File: src/rtl/ram_arb_pkg.sv
// ram_arb_pkg: shared arbitration mode enum, size limits and read-tag record for ram_arbiter
package ram_arb_pkg;
    typedef enum logic {ARB_FIXED = 1'b0, ARB_RR = 1'b1} arb_mode_e;
    localparam int MAX_MASTERS = 8;
    localparam int MAX_READ_LATENCY = 4;
    typedef struct packed {
        logic       valid;
        logic [2:0] idx;
    } rd_tag_t;
endpackage

File: src/rtl/rr_arbiter.sv
// rr_arbiter: combinational fixed-priority / round-robin pick; req+ptr in, one-hot grant and index out
module rr_arbiter import ram_arb_pkg::*; #(
    parameter int N = 2,
    parameter int MODE = 1,
    localparam int IW = (N > 1) ? $clog2(N) : 1
) (
    input  logic [N-1:0]  req,
    input  logic [IW-1:0] ptr,
    output logic [N-1:0]  grant,
    output logic [IW-1:0] idx
);
    function automatic int slot(input int p, input int k);
        return (MODE == int'(ARB_RR)) ? (p + k) % N : k;
    endfunction

    always_comb begin
        grant = '0;
        idx = '0;
        for (int k = N - 1; k >= 0; k--)
            if (req[slot(int'(ptr), k)]) begin
                grant = N'(1) << slot(int'(ptr), k);
                idx = IW'(slot(int'(ptr), k));
            end
    end
endmodule

File: src/rtl/ram_arbiter.sv
// ram_arbiter: N-master arbiter onto single-port RAM; clk/rst/clk_en, force override, per-master req/we/be/addr/wdata in, ack/rvalid/rdata out, RAM read/write command out
module ram_arbiter import ram_arb_pkg::*; #(
    parameter int N_MASTERS = 2,
    parameter int ADDR_W = 32,
    parameter int DATA_W = 32,
    parameter int MODE = 1,
    parameter int READ_LATENCY = 1,
    localparam int IW = (N_MASTERS > 1) ? $clog2(N_MASTERS) : 1
) (
    input  logic                           clk,
    input  logic                           rst,
    input  logic                           clk_en,
    input  logic                           i_force_en,
    input  logic [IW-1:0]                  i_force_sel,
    input  logic [N_MASTERS-1:0]           i_req,
    input  logic [N_MASTERS-1:0]           i_we,
    input  logic [N_MASTERS*DATA_W/8-1:0]  i_be,
    input  logic [N_MASTERS*ADDR_W-1:0]    i_addr,
    input  logic [N_MASTERS*DATA_W-1:0]    i_wdata,
    output logic [N_MASTERS-1:0]           o_ack,
    output logic [N_MASTERS-1:0]           o_rvalid,
    output logic [DATA_W-1:0]              o_rdata,
    output logic                           o_ram_read_req,
    output logic [ADDR_W-1:0]              o_ram_read_addr,
    input  logic [DATA_W-1:0]              i_ram_read_data,
    output logic                           o_ram_write_enable,
    output logic [DATA_W/8-1:0]            o_ram_byte_enable,
    output logic [ADDR_W-1:0]              o_ram_write_addr,
    output logic [DATA_W-1:0]              o_ram_write_data
);
    logic [N_MASTERS-1:0] elig, grant;
    logic [IW-1:0] gidx, sel, ptr;
    logic acc, rd;
    logic [ADDR_W-1:0] addr_a [N_MASTERS];
    logic [DATA_W-1:0] wdata_a [N_MASTERS];
    logic [DATA_W/8-1:0] be_a [N_MASTERS];
    rd_tag_t pipe [READ_LATENCY];
    rd_tag_t tail;

    for (genvar k = 0; k < N_MASTERS; k++) begin : g_m
        assign addr_a[k] = i_addr[k*ADDR_W +: ADDR_W];
        assign wdata_a[k] = i_wdata[k*DATA_W +: DATA_W];
        assign be_a[k] = i_be[k*(DATA_W/8) +: DATA_W/8];
        assign elig[k] = i_req[k] & (~i_force_en | (i_force_sel == IW'(k)));
    end

    rr_arbiter #(.N(N_MASTERS), .MODE(MODE)) u_arb (
        .req(elig),
        .ptr(ptr),
        .grant(grant),
        .idx(gidx)
    );

    assign o_ack = grant & {N_MASTERS{clk_en}};
    assign acc = |o_ack;
    assign sel = acc ? gidx : '0;
    assign rd = acc & ~i_we[sel];
    assign o_ram_read_req = rd;
    assign o_ram_write_enable = acc & i_we[sel];
    assign o_ram_read_addr = addr_a[sel];
    assign o_ram_write_addr = addr_a[sel];
    assign o_ram_write_data = wdata_a[sel];
    assign o_ram_byte_enable = be_a[sel];
    assign tail = pipe[READ_LATENCY-1];
    assign o_rvalid = (tail.valid && clk_en) ? N_MASTERS'(1) << tail.idx : '0;
    assign o_rdata = i_ram_read_data;

    always_ff @(posedge clk) begin
        if (rst) begin
            ptr <= '0;
            for (int i = 0; i < READ_LATENCY; i++) pipe[i] <= '0;
        end else if (clk_en) begin
            if (acc) ptr <= (gidx == IW'(N_MASTERS - 1)) ? '0 : gidx + 1'b1;
            pipe[0] <= '{valid: rd, idx: 3'(sel)};
            for (int i = 1; i < READ_LATENCY; i++) pipe[i] <= pipe[i-1];
        end
    end
endmodule

File: config.mk
export PLATFORM = sky130hd
export DESIGN_NAME = ram_arbiter
export DESIGN_NICKNAME = d
export VERILOG_FILES = /design/src/rtl/ram_arb_pkg.sv /design/src/rtl/rr_arbiter.sv /design/src/rtl/ram_arbiter.sv
export SDC_FILE = /design/constraint.sdc
export NUM_CORES = 1
export LEC_CHECK = 0
export ABC_AREA = 1
export BUFFER_PORTS_ARGS = -buffer_cell sky130_fd_sc_hd__clkbuf_2
export CAP_MARGIN = 0
export CORE_AREA = 8 8 115 117
export CTS_BUF_LIST = sky130_fd_sc_hd__clkbuf_4 sky130_fd_sc_hd__clkbuf_8 sky130_fd_sc_hd__clkbuf_16
export CTS_CLUSTER_DIAMETER = 40
export DETAILED_ROUTE_END_ITERATION = 16
export DIE_AREA = 0 0 123 125
export GPL_TIMING_DRIVEN = 0
export PLACE_DENSITY = 0.58
export SLEW_MARGIN = 0
export SYNTH_ARGS = -nofsm -noshare
export SYNTH_HDL_FRONTEND = slang
export SYNTH_SLANG_ARGS = --single-unit
File: constraint.sdc
create_clock -name clk -period 2.12 [get_ports clk]
set_clock_uncertainty 0.2 [all_clocks]
set_input_delay 0.318 -clock clk [delete_from_list [all_inputs] [get_ports clk]]
set_output_delay 0.318 -clock clk [all_outputs]
set_load 0.02 [all_outputs]
==> out/results.txt, run 1 <==
Outcome - complete, but fails checks
Failing checks - negative setup slack
Worst Setup Start Kind - primary input
Antenna Nets Post-Route - 0
Maximum clock rate - 0.470 GHz
# diodes - 0
CP Capture Type - output pin
Worst skew pair latency - 0.23 ns
Global-route wire length before repair - 15000 µm
Max incr delay on CP - 0.22 ns
Hold Vio Cnt, Final - 0
Yosys top cell by area - nand2_1
Hold_buf cts - 0
Post-synthesis register bit count - 3
Via density - 3.73
Design Area, Final - 4120 µm²
Vias in the first global route - 2961
DP Area - 3150 µm²
Rel. slew slack - 0.837
Prevailing post-synth register cell - edfxtp_1
Critical path arrival - 1.61 ns
Die Wd - 123 µm
RSZ-0062 raised after global routing - true
Routed len/inst - 14.6 µm
Crit path max-delay cell type - a21boi_4
Largest cells by area after synthesis - nand2_1 (52%), buf_4 (31%), edfxtp_1 (3.9%)
CTS tree - done
Warnings from Yosys - 0
GPL Wtd Cong - 0.772
Final worst setup slack - -0.00600 ns
P_leak - 0.00264 µW
Crit Path Category - primary input to output pin
Remaining DRCs - 0
Max-cap viol count - 0
Worst slack, placed - -0.382 ns
Most frequent cell after synthesis - nand2_1
Clock Path Buffers - 2
CP max FO - 6
Sequential fraction of the synthesis area - 0.0515
GRT Util Overall - 0.121
Iteration-0 DRC count of the detailed router - 68
Routed wire length - 11200 µm
Final setup vio count - 1
Die Ht - 125 µm
Hold Path Class - primary input to register
DR vias - 2866
Top Ports - 315
Nets - 799
Overall power - 1530 µW
Die Footprint - 15400 µm²
Pwr Density - 371 nW/µm²
I/O Buffers - 282
Worst-margin pin slew - 0.244 ns
Worst-path cell chain - buf_2 > inv_2 > a21boi_4 > nand3_4 > buf_12 > inv_16 > buf_12 > buf_12 > nand2_2 > nand2_1 > clkbuf_8
Most frequent cells after synthesis - nand2_1 (215), buf_4 (64), inv_1 (8)
Synth top area share - 0.519
Largest net degree at the start of global routing - 11
Synthesized Nets - 497
Row cnt - 40
Data required, critical path - 1.60 ns
Initial antenna violation count - 0
Worst-path clk slew - 0.03 ns
Core footprint - 11600 µm²
Layout cell share with drive strength beyond 1 - 0.694
Unique masters post-synth - 14
Area Growth Syn to Fin - 165%
Maximum VDD drop - 0.000463 V
Most frequent cell on the critical path - buf_12
Mapped cell area - 1560 µm²
Overflow after GRT - 0
Drt pass-1 iters - 4
Avg Inst Size Synth - 4.86 µm²
Final HPWL DP - 8750 µm
Crit-path leading delay family - buffers and inverters
Fin crit share - 1.00
Ys async rst share - 0
Buf/Inv on CP - 7
CTS buffer count - 3
Htree depth - 1
Cell count after synthesis - 320
Root buffer cell - clkbuf_16
Slew Limit Fails - 0
Initial core utilization - 0.134
Tmin final - 2.13 ns
Clk sinks - 3
EDFF count, synth - 2
-- cell families after synthesis --
kind of cell,count (synthesis),share of synthesized area
simple gates,226,0.553
buf+inv,88,0.381
flops,3,0.0515
compound gates,3,0.0137
-- sequential cells by signal, indices dropped and copies added (netlist names) --
name  cells
ptr       1
pipe      2
-- through the flow --
step                      hold WS (ns)  instances  utilization   TNS, ns
after global routing            0.0999        768        0.355     -1.79
after detailed placement         0.308        749        0.271    -25.20
after global placement           0.293        749        0.271    -24.53
final                           0.0805        768        0.355  -0.00600
after CTS                       0.0832        758        0.323    -0.928
after floorplan                  0.187        320            -         0
-- area by class of cell --
type | count | area, µm²
Fill cell | 1267 | 7490
Timing Repair Buffer | 298 | 1970
Multi-Input combinational cell | 230 | 1100
Buffer | 75 | 639
Tap cell | 147 | 184
Clock buffer | 4 | 82.6
Sequential cell | 3 | 81.3
Inverter | 10 | 53.8
Timing Repair inverter | 1 | 8.76
-- per-layer routing --
layer | wire [µm] | track usage | part of all wire | vias up
li1 | - | - | - | 1494
met1 | 3930 | 0.118 | 0.35 | 1206
met2 | 6040 | 0.236 | 0.54 | 158
met3 | 1080 | 0.0356 | 0.097 | 8
met4 | 131 | 0.0347 | 0.012 | 0
met5 | 0 | 0 | 0 | -
-- power breakdown --
| part | switching, µW | internal (µW) | total [µW] |
|---|---|---|---|
| clock | 59.4 | 262 | 321 |
| sequential | 1.94 | 66.8 | 68.7 |
| combinational | 594 | 543 | 1140 |
-- worst paths after layout --
kind	cells after the start	slack (ns)	endpoint	startpoint
worst min-delay path	2	0.08	ptr$_SDFFE_PP0P_	rst
worst max register to register	8	0.53	pipe[0][1]$_SDFFCE_PN0P_	ptr$_SDFFE_PP0P_
worst max-delay path	11	-0.006	o_ram_write_data[26]	i_force_sel
worst min register to register	3	0.42	ptr$_SDFFE_PP0P_	ptr$_SDFFE_PP0P_
-- repair_timing --
item,4_1_cts,5_1_grt
endpoints found under the setup margin,103,98
cloned,2,6
setup buffers,4,6
gates resized for setup,169,67
pin swaps,11,8
-- cells in the final DEF, fill, tap and decap left out --
master,n
a21boi_4,1
buf_12,4
a21oi_1,2
clkbuf_2,231
dfxtp_2,1
inv_2,2
clkbuf_8,14
clkbuf_16,7
inv_6,1
edfxtp_1,2
buf_2,2
nand3_1,4
nand2_2,32
buf_8,14
inv_16,1
nand3_4,3
nor2_1,5
nand2_4,13
clkbuf_4,4
nand2_1,170
buf_6,20
inv_1,7
buf_4,81
No activity file was read; power rests on OpenSTA's default activity.
==> run 2, diff against run 1 <==
ABC_AREA = not set   (was 1)
SLEW_MARGIN = 30   (was 0)
==> out/results.txt, run 2 <==
Tmin final - 2.45 ns (+0.323 ns)
GPL Wtd Cong - 0.805 (+4.3%)
Mux cell area share after synthesis - 0.484 (+0.484)
CTS tree - done
Simple-gate area share of the yosys netlist - 0.0813 (-0.472)
Rel. slew slack - 0.777 (-0.0607)
Most frequent cell on the critical path - buf_8
Worst R2R Start - ptr$_SDFFE_PP0P_
Layout cell share with drive strength beyond 1 - 0.948 (+0.254)
Die Footprint - 15400 µm² (unchanged)
Synthesized Nets - 347 (-30%)
Crit Path Category - register to output pin
Clock Path Buffers - 2 (unchanged)
Clk sinks - 3 (unchanged)
Failing checks - negative setup slack
Commonest non-fill, non-tap cell in the layout - clkbuf_2
Hold Path End - pipe[0][0]$_SDFFCE_PN0P_
Worst-margin pin slew - 0.332 ns (+0.0883 ns)
Largest reg by FF count - pipe
Root buffer cell - clkbuf_16
Htree depth - 1 (unchanged)
Max reg flops - 2 (unchanged)
Worst skew pair latency - 0.22 ns (about the same)
Hold Vio Cnt, Final - 0 (unchanged)
Critical path arrival - 1.93 ns (+0.32 ns)
Routed len/inst - 17.1 µm (+17%)
Synth Area in XOR/XNOR - 0 (unchanged)
Avg Inst Size Synth - 9.42 µm² (+94%)
CP max FO - 6 (unchanged)
DR vias - 2348 (-18%)
Worst hold start - rst
Reg2Reg Setup Slack - 0.47 ns (-0.06 ns)
Warnings from Yosys - 0 (unchanged)
Worst-path cell chain - or3b_4 > nand3_4 > buf_12 > buf_8 > mux2_4 > buf_6 > buf_8
RSZ-0062 raised after global routing - true
Iteration-0 DRC count of the detailed router - 29 (-57%)
Hold_buf cts - 0 (unchanged)
DP Area - 3200 µm² (+1.5%)
Largest net degree at the start of global routing - 11 (unchanged)
Drt pass-1 iters - 4 (unchanged)
Max-cap viol count - 0 (unchanged)
Crit path max-delay cell type - or3b_4
Core footprint - 11600 µm² (unchanged)
Hold Path Depth - 2 (unchanged)
Largest registers - pipe: 2 flops, ptr: 1 flops
Cell count after synthesis - 170 (-47%)
Area Growth Syn to Fin - 160%
Initial antenna violation count - 2 (+2)
Fillers - 1131 (-11%)
Hold Path Class - primary input to register
CP Capture Type - output pin
Reg2reg end - pipe[0][1]$_SDFFCE_PN0P_
Commonest cells after routing, fill and taps aside - clkbuf_2 (211), buf_4 (52), mux2_4 (41), buf_6 (30), clkbuf_8 (30)
Worst Setup Start Kind - register
Yosys top cell by area - mux2_2
Maximum VDD drop - 0.000214 V (-54%)
Worst-path clk slew - 0.03 ns (about the same)
Pwr Density - 366 nW/µm² (-1.2%)
Sequential fraction of the synthesis area - 0.0500 (-0.00149)
Final HPWL DP - 8760 µm (+0.11%)
Post-synthesis adder-cell area fraction - 0 (unchanged)
Compound-Gate Fraction of Synth Area - 0.0305 (+0.0168)
Ys async rst share - 0 (unchanged)
Main combinational cell family by area after synthesis - multiplexers
Max incr delay on CP - 0.38 ns (+0.16 ns)
Die Ht - 125 µm (unchanged)
Antenna Nets Post-Route - 0 (unchanged)
Prevailing post-synth register cell - edfxtp_1
Vias in the first global route - 2803 (-5.3%)
GRT Util Overall - 0.122 (+0.00101)
Overflow after GRT - 0 (unchanged)
Routed wire length - 10500 µm (-6.0%)
FF-to-FF path depth - 4 (-4)
Row cnt - 40 (unchanged)
CTS buffer count - 3 (unchanged)
Maximum clock rate - 0.408 GHz (-13%)
Global-route wire length before repair - 15000 µm (-0.14%)
Initial core utilization - 0.138 (+0.00399)
Slew Limit Fails - 0 (unchanged)
P_leak - 0.00245 µW (-7.4%)
Final setup vio count - 100 (+99)
Data required, critical path - 1.60 ns (about the same)
Mapped cell area - 1600 µm² (+3.0%)
Largest cells by area after synthesis - mux2_2 (48%), buf_4 (30%), buf_6 (4.9%)
Most frequent cells after synthesis - mux2_2 (68), buf_4 (64), buf_6 (7)
Remaining DRCs - 0 (unchanged)
Fin crit share - 1.16 (+0.153)
Final worst setup slack - -0.329 ns (-0.323 ns)
Top Ports - 315 (unchanged)
Outcome - complete, but fails checks
Hold slack - 0.234 ns (+0.154 ns)
Most frequent cell after synthesis - mux2_2
Via density - 3.82 (+2.3%)
Nets - 644 (-19%)
Die Wd - 123 µm (unchanged)
I/O Buffers - 282 (unchanged)
EDFF count, synth - 2 (unchanged)
Final core occ - 0.359 (+0.00399)
Post-synthesis register bit count - 3 (unchanged)
Design Area, Final - 4170 µm² (+1.1%)
Synth top area share - 0.478 (-0.0408)
Unique masters post-synth - 26 (+12)
-- run 2: how the worst max path moves through the flow --
stage                           startpoint  slack [ns]              endpoint  cells after the start
after floorplan           ptr$_SDFFE_PP0P_        0.02   o_ram_write_addr[0]                      5
after global placement          i_force_en       -0.31  o_ram_write_addr[25]                      7
after detailed placement        i_force_en       -0.33   o_ram_write_addr[5]                      7
after CTS                 ptr$_SDFFE_PP0P_       -0.36  o_ram_write_addr[27]                      7
after global routing      ptr$_SDFFE_PP0P_       -0.39  o_ram_write_addr[30]                      7
final                     ptr$_SDFFE_PP0P_       -0.33  o_ram_write_addr[30]                      7
-- run 2: through the flow --
step / worst slack [ns] / total power [µW] / cells / setup TNS [ns]
after global placement: -0.306 / 957 / 599 / -20.41
after floorplan: 0.0179 / 614 / 170 / 0
after detailed placement: -0.326 / 964 / 599 / -21.58
after global routing: -0.394 / 1610 / 615 / -29.94
final: -0.329 / 1530 / 615 / -22.35
after CTS: -0.362 / 1510 / 617 / -28.96
-- run 2: report_power, final --
part           leakage (µW)  internal (µW)  switching (µW)
Combinational       0.00237            633             518
Clock             0.0000416            260            46.2
Sequential        0.0000305           67.0            1.68
-- run 2: per-layer routing --
metal	wire (µm)	track usage	vias up
met4	115	0.0276	0
met1	3340	0.109	1028
met3	1430	0.0455	6
met5	0	0	-
li1	-	-	1130
met2	5630	0.246	184
-- run 2: critical path, delay by kind of cell (launching register included) --
family                 cells  cell delay (ns)
AND/OR/NAND/NOR            2             0.55
multiplexers               1             0.32
flip-flops                 1             0.31
buffers and inverters      4             0.53
-- run 2: cell families (layout without fill, tap and decap cells) --
kind of cell,Yosys count,count (layout)
other,0,2
AO/OA/AOI/OAI,7,7
buffers and inverters,73,369
flip-flops,3,3
AND/OR/NAND/NOR,18,18
multiplexers,69,69
-- run 2: area by class of cell --
cell class              count  area, µm²  area share
diodes                      2       5.00     0.00120
plain buffers              67        604       0.145
clock buffers               4       82.6      0.0198
inverters                   2       7.51     0.00180
multi-input cells          94       1120       0.268
flip-flops and latches      3       81.3      0.0195
well taps                 147        184      0.0441
repair buffers            296       2090       0.501
-- run 2: repair_timing --
action,in CTS,in global routing
gates cloned,3,0
gates resized for setup,168,61
setup buffers,12,1
endpoints found under the setup margin,101,102
pin swaps,1,0
==> run 3, diff against run 2 <==
SKIP_LAST_GASP = 1   (was not set)
clock period = 2.6 ns   (was 2.12 ns; I/O delays follow)
==> out/results.txt, run 3 (synthesized netlist as in run 2, its figures left out) <==
Critical path arrival - 2.01 ns (+0.08 ns)
Max-cap viol count - 0 (unchanged)
RSZ-0062 raised after global routing - true
Die Footprint - 15400 µm² (unchanged)
Iteration-0 DRC count of the detailed router - 18 (-38%)
Worst-path clk slew - 0.03 ns (about the same)
Remaining DRCs - 0 (unchanged)
I/O Buffers - 282 (unchanged)
Footprint of the multi-input gates - 996 µm² (-11%)
Core footprint - 11600 µm² (unchanged)
Worst Setup Start Kind - primary input
CP Capture Type - output pin
Area Growth Syn to Fin - 122%
Largest reg by FF count - pipe
Crit Path Category - primary input to output pin
Routed wire length - 9640 µm (-8.3%)
Nets - 648 (+0.62%)
Reg2Reg Setup Slack - 0.91 ns (+0.44 ns)
Vias in the first global route - 2640 (-5.8%)
Via density - 3.71 (-2.7%)
Drt pass-1 iters - 4 (unchanged)
Overflow after GRT - 0 (unchanged)
Root buffer cell - clkbuf_16
Tmin final - 2.60 ns
Commonest cells after routing, fill and taps aside - clkbuf_2 (264), buf_4 (81), mux2_2 (57), mux2_4 (11)
Die Ht - 125 µm (unchanged)
Max incr delay on CP - 0.41 ns (+0.03 ns)
Pwr Density - 303 nW/µm² (-17%)
GPL Wtd Cong - 0.805 (unchanged)
GRT Util Overall - 0.111 (-0.0112)
Crit path max-delay cell type - or3b_4
Rel. slew slack - 0.767 (-0.00988)
Commonest non-fill, non-tap cell in the layout - clkbuf_2
Buf/Inv on CP - 4 (unchanged)
Layout cell share with drive strength beyond 1 - 0.945 (-0.00382)
Slew Limit Fails - 0 (unchanged)
Top Ports - 315 (unchanged)
DR vias - 2291 (-2.4%)
Worst-margin pin slew - 0.347 ns (+0.0147 ns)
Crit-path leading delay family - buffers and inverters
Initial antenna violation count - 0 (-2)
Routed len/inst - 15.6 µm (-8.6%)
Fillers - 1195 (+5.7%)
Clk sinks - 3 (unchanged)
Row cnt - 40 (unchanged)
DP Area - 3200 µm² (unchanged)
Worst-path cell chain - buf_4 > or3b_4 > nand3_4 > bufbuf_16 > mux2_2 > buf_4 > clkbuf_2
Largest registers - pipe: 2 flops, ptr: 1 flops
Final core occ - 0.306 (-0.0527)
Die Wd - 123 µm (unchanged)
Largest net degree at the start of global routing - 11 (unchanged)
Global-route wire length before repair - 13800 µm (-8.2%)
Design Area, Final - 3550 µm² (-15%)
Data required, critical path - 2.01 ns (+0.41 ns)
Hold Vio Cnt, Final - 0 (unchanged)
Maximum VDD drop - 0.000177 V (-17%)
# diodes - 0 (-2)
Final setup vio count - 0 (-100%)
Overall power - 1080 µW (-29%)
Htree depth - 1 (unchanged)
Antenna Nets Post-Route - 0 (unchanged)
Hold Path Class - primary input to register
Register Area - 81.3 µm² (unchanged)
Hold slack - 0.306 ns (+0.0714 ns)
Clock Path Buffers - 2 (unchanged)
Maximum clock rate - 0.385 GHz
CP max FO - 6 (unchanged)
Worst skew pair latency - 0.22 ns (about the same)
Max reg flops - 2 (unchanged)
Outcome - finished, final reports clean
Fin crit share - 0.998
Initial core utilization - 0.138 (unchanged)
CTS buffer count - 3 (unchanged)
Most frequent cell on the critical path - buf_4
Final HPWL DP - 8760 µm (unchanged)
CTS tree - done
P_leak - 0.00215 µW (-12%)
-- run 3: cell count changes in the layout (fill, tap and decap cells not counted), sizes merged --
cell / before / now
buf: 122 / 97
bufbuf: 0 / 1
clkbuf: 245 / 273
diode: 2 / 0
-- run 3: layout make-up --
class	instances	area share
Buffer	70	0.162
Clock buffer	4	0.0232
Tap cell	147	0.0517
Multi-Input combinational cell	94	0.280
Timing Repair Buffer	297	0.458
Sequential cell	3	0.0229
Inverter	2	0.00211
-- run 3: through the flow --
stage | setup slack, ns | setup TNS [ns] | cells
floorplan | 0.371 | 0 | 170
global placement | 0.0301 | 0 | 599
detailed placement | 0.00967 | 0 | 599
CTS | -0.0235 | -0.253 | 613
global route | -0.0625 | -0.841 | 617
finish | 0.00451 | 0 | 617
-- run 3: final timing paths --
path / cells past startpoint / endpoint / start
worst max-delay path: 7 / o_ram_write_addr[18] / i_force_en
worst min-delay path: 2 / pipe[0][0]$_SDFFCE_PN0P_ / rst
worst max register to register: 4 / pipe[0][1]$_SDFFCE_PN0P_ / ptr$_SDFFE_PP0P_
worst min register to register: 2 / ptr$_SDFFE_PP0P_ / ptr$_SDFFE_PP0P_
-- run 3: metal layers --
metal  routed length [µm]  GRT usage  share of wire  vias to the layer above
met3                 1440     0.0432           0.15                        2
met1                 3030      0.101           0.31                      976
met4                   27     0.0128         0.0028                        0
met5                    0          0              0                        -
met2                 5150      0.226           0.53                      182
li1                     -          -              -                     1131
-- run 3: repair_timing --
action / CTS / global route
endpoints found under the setup margin: 32 / 37
buffers inserted: 9 / 4
gates resized for setup: 12 / 39
hold buffers: 0 / 0
hold endpoints to repair: 0 / 0
pin swaps: 1 / 0
gates cloned: 1 / 1
-- run 3: power by group --
group          leakage, µW  internal (µW)  total [µW]  switching [µW]
logic              0.00207            387         773             386
clock network    0.0000416            212         249            37.2
registers        0.0000305           54.7        56.4            1.67
total              0.00215            654        1080             425
